$ cat config.mk
export PLATFORM = sky130hd
export DESIGN_NAME = td4_prog_loader
export DESIGN_NICKNAME = d
export VERILOG_FILES = /design/src/rtl/td4_prog_loader.sv
export SDC_FILE = /design/constraint.sdc
export NUM_CORES = 1
export LEC_CHECK = 0
export CAP_MARGIN = 25
export CORE_ASPECT_RATIO = 0.8
export CORE_MARGIN = 3
export CORE_UTILIZATION = 53
export CTS_CLUSTER_SIZE = 28
export DETAILED_ROUTE_END_ITERATION = 16
export PLACE_DENSITY = 0.69
export SLEW_MARGIN = 10
export SYNTH_ARGS = -nofsm -noshare
export SYNTH_HDL_FRONTEND = slang
export SYNTH_SLANG_ARGS = --single-unit
export TNS_END_PERCENT = 10
$ cat constraint.sdc
create_clock -name clk -period 5.8 [get_ports clk]
set_input_delay 1.74 -clock clk [delete_from_list [all_inputs] [get_ports clk]]
set_output_delay 1.74 -clock clk [all_outputs]
set_load 0.01 [all_outputs]
$ cat src/rtl/td4_prog_loader.sv
// rtl/td4_prog_loader.sv - loadable 16x8 program RAM with checksum-verified image load for td4
//
// Replaces the td4 fixed ROM. A byte stream (in_valid/in_ready) fills the RAM,
// an optional trailing checksum byte is verified, and the core is held in
// reset until a good image is present. Instruction fetch is combinational.
//
// Ports:
//   clk        in   rising-edge clock
//   reset      in   synchronous, active-high
//   load_start in   single-cycle pulse: begin or restart an image load
//   in_valid   in   in_data holds a byte
//   in_data    in   image byte (DEPTH data bytes, then checksum byte)
//   in_ready   out  loader accepts a byte this cycle (registered, state only)
//   adr        in   fetch address from the td4 PC
//   instr      out  mem[adr], combinational
//   cpu_reset  out  td4 reset; high whenever no verified image is running
//   loaded     out  a verified image is in memory
//   err        out  last load failed its checksum

module td4_prog_loader #(
    parameter int AW            = 4,
    parameter int DW            = 8,
    parameter int DEPTH         = 2**AW,
    parameter int USE_CHECKSUM  = 1,
    parameter int RELEASE_DELAY = 2
) (
    input  logic          clk,
    input  logic          reset,
    input  logic          load_start,
    input  logic          in_valid,
    input  logic [DW-1:0] in_data,
    output logic          in_ready,
    input  logic [AW-1:0] adr,
    output logic [DW-1:0] instr,
    output logic          cpu_reset,
    output logic          loaded,
    output logic          err
);

    localparam int CW = (RELEASE_DELAY > 1) ? $clog2(RELEASE_DELAY) : 1;

    typedef enum logic [2:0] {
        S_IDLE,
        S_LOAD,
        S_CHECK,
        S_HOLD,
        S_RUN,
        S_ERROR
    } state_t;

    state_t          state;
    logic [DW-1:0]   mem [DEPTH];
    logic [AW-1:0]   wptr;
    logic [DW-1:0]   sum;
    logic [CW-1:0]   cnt;
    logic            accept;

    // in_ready is high only in LOAD/CHECK, so this is the handshake.
    assign accept = in_valid && in_ready;

    assign instr = mem[adr];

    always_ff @(posedge clk) begin
        if (reset) begin
            for (int i = 0; i < DEPTH; i++) begin
                mem[i] <= '0;
            end
            state     <= S_IDLE;
            wptr      <= '0;
            sum       <= '0;
            cnt       <= '0;
            cpu_reset <= 1'b1;
            in_ready  <= 1'b0;
            loaded    <= 1'b0;
            err       <= 1'b0;
        end else if (load_start) begin
            // Restart from any state; a byte presented this cycle is dropped.
            state     <= S_LOAD;
            wptr      <= '0;
            sum       <= '0;
            cnt       <= '0;
            cpu_reset <= 1'b1;
            in_ready  <= 1'b1;
            loaded    <= 1'b0;
            err       <= 1'b0;
        end else begin
            case (state)
                S_LOAD: begin
                    if (accept) begin
                        mem[wptr] <= in_data;
                        sum       <= sum + in_data;
                        if (wptr == AW'(DEPTH - 1)) begin
                            // wptr stays at the last word; no wrap.
                            if (USE_CHECKSUM != 0) begin
                                state <= S_CHECK;
                            end else begin
                                state    <= S_HOLD;
                                in_ready <= 1'b0;
                                cnt      <= '0;
                            end
                        end else begin
                            wptr <= wptr + 1'b1;
                        end
                    end
                end
                S_CHECK: begin
                    if (accept) begin
                        in_ready <= 1'b0;
                        if (in_data == sum) begin
                            state <= S_HOLD;
                            cnt   <= '0;
                        end else begin
                            state <= S_ERROR;
                            err   <= 1'b1;
                        end
                    end
                end
                S_HOLD: begin
                    // Entered on edge N; release lands on edge N+RELEASE_DELAY.
                    if (cnt == CW'(RELEASE_DELAY - 1)) begin
                        state     <= S_RUN;
                        cpu_reset <= 1'b0;
                        loaded    <= 1'b1;
                    end else begin
                        cnt <= cnt + 1'b1;
                    end
                end
                default: begin
                    // IDLE, RUN, ERROR wait for load_start or reset.
                end
            endcase
        end
    end

endmodule

==> metrics.txt <==
run status=finished clean; Max-slew headroom=52.7%; Synth Area in Compound Gates=3.23%; Critical path buffers and inverters=3; Post-CTS Setup Bufs=0; unrepaired setup endpoints after global routing=false; Max Freq=0.179 GHz; critical path launch point type=input port; Worst EP required=4.06 ns; Post-Syn Area=7310 µm²; Slew @ Worst Pin=0.709 ns; Switching Share=21.1%; CTS Hold Buffers Added=0; post-synthesis mux area share=13.2%; final core utilization=62.6%; Seq pwr share=48.4%; Final Cell Area=8250 µm²; xor/xnor share of the synthesized area=0.599%; CP Cell Sequence=clkdlybuf4s50_1, buf_12, mux4_2, mux4_2, clkdlybuf4s50_1; setup TNS=0 ns; num rows=37; cells after synthesis=503; global-route wire length before repair=25,000 µm; reg2reg start=state[0]; Port Buffers=27; synth-to-layout area growth=12.8%; DR vias/cell=6.00; endpoint arrival time on the critical path=3.83 ns; Placer Congestion=0.813; clk buf depth=2; Final Max Slew Viols=0; asr flop ratio synth=0%; VDD IR-drop max=0.217 mV; Simple-Gate Fraction of Synth Area=19.7%; chip height=111 µm; Die W=137 µm; fin crit period=5.57 ns; DRT iter0 DRCs=465; clock share of power=44.9%; overall power=2.49 mW; post-route clock period utilization=96.1%; TritonCTS buffer count=17; Post-route DRC=0; yosys warns=0; Fin. Hold Viols=0; CP endpoint kind=primary output; CTS root buf=clkbuf_16; final hold slack=0.448 ns; via count=4,266; CTS H-Tree Depth=4; Max FO, Critical Path=32; Synth Area in Adders=2.16%; Final setup viols=0; Setup Skew=0.0105 ns; drt total wl=16,000 µm; Final Non-Filler Cells=711; Int Power=1.97 mW; average size of a mapped cell=14.5 µm²; flop and latch count out of synthesis=148; Psw=0.526 mW; largest net degree at the start of global routing=33; critical path's top delay family=buffers and inverters; Final ANT Viol Nets=0; critical path class=in2out; top cells by count, synth=edfxtp_1, and2_1, mux4_2; leakage power=2.93 nW; CTS tree=built; # IOs=28; die area=15,300 µm²; post-synth net total=531; Initial Util=55.4%; proportion of layout cells with a drive suffix above 1=18.3%; fin nets=551; Placement Cell Area=7660 µm²; hpwl dp=11,100 µm; critical path's largest stage delay=0.52 ns; post-synthesis cell type count=51; # diodes=0; top cell type's share of synthesized area=52.6%; maxcap violations=0; HP Class=reg2reg; Post-Place Setup Slack=0.233 ns; Clk Latency, worst-skew pair=0.43 ns; PnR worst setup slack=0.226 ns; largest family of logic cells by synthesized area=simple AND/OR/NAND/NOR gates; GRT Resource Usage Total=22.6%; DP Cell Count=679; core area=13,200 µm²; post-cts sizing count=0; pwr dens=302 nW/µm²; Top FF cell, synth=edfxtp_1; Hold Startpoint=cpu_reset; initial antenna violation count=0; Slowest-stage cell, CP=clkdlybuf4s50_1; total gr overflow=0; number of flops mapped to enable cells by yosys=128; TritonRoute pass-1 iters=6; wire length per cell=22.5 µm; CTS Sinks=148; vias in the first global route=4,257; leading area contributor after synthesis=edfxtp_1; clock transition at the registers of the reported paths=0.06 ns; Gate power share=6.7%; most frequent cell after synthesis=edfxtp_1; CP Launch Point=adr[1]; synth top area cells=edfxtp_1, and2_1, mux4_2; sequential area share after synthesis=58.0%
## layout make-up
type                       instances  area, µm²
clock buffer                      22        464
inverter                           8       30.0
clock inverter                    10        130
multi-input combinational        317       2850
tap                              175        219
sequential                       148       4240
timing repair buffer              31        320
fill                             970       4940
## cell usage in the layout, fill, tap and decap left out, types with 7 or more instances in the layout
cell / n
a21oi_1: 17
and2_1: 112
clkbuf_16: 17
clkdlybuf4s50_1: 26
dfxtp_1: 20
edfxtp_1: 128
ha_1: 11
inv_1: 7
mux4_1: 14
mux4_2: 26
nand2_1: 12
nand3_1: 12
nor2_1: 11
nor2_4: 7
nor3_1: 14
or2_2: 16
## power groups by stage
| stage | Combinational, mW | Clock [mW] | Sequential [mW] |
|---|---|---|---|
| floorplan | 0.112 | 0 | 1.22 |
| global placement | 0.164 | 0 | 1.23 |
| detailed placement | 0.168 | 0 | 1.23 |
| CTS | 0.169 | 1.13 | 1.21 |
| global route | 0.180 | 1.17 | 1.21 |
| finish | 0.167 | 1.12 | 1.21 |
## state kept, by name, summed over array words and instances (netlist names)
signal	cells
cnt	1
cpu_reset	1
err	1
in_ready	1
loaded	1
mem	128
state	3
sum	8
wptr	4
## per-layer routing
metal | track usage, % | share of wire, % | wire length (µm) | vias to the layer above
met4 | 8.91 | 2.4 | 388 | 0
met5 | 0 | 0 | 0 | -
met3 | 3.81 | 5.8 | 935 | 25
met2 | 32.9 | 46 | 7420 | 157
met1 | 34.1 | 45 | 7280 | 2146
li1 | - | - | - | 1938
## logic make-up (layout without fill, tap and decap cells)
family	count (synthesis)	count (layout)
buf+inv	38	71
xor+xnor	5	5
fa+ha+maj	12	12
simple gates	222	222
mux	41	41
flops	148	148
compound gates	37	37
## final timing paths
kind / endpoint / slack [ns] / depth (start not counted)
max: instr[1] / 0.23 / 5
min: cpu_reset / 0.45 / 2
max reg2reg: mem[2][1] / 3.25 / 5
min reg2reg: cpu_reset / 0.45 / 2
## worst min-delay path, delay by kind of cell (launching register included)
family | cells | cell delay [ns]
flip-flops | 1 | 0.31
AND/OR/NAND/NOR | 2 | 0.10
Note: power is estimated with default switching activity, not from simulation.
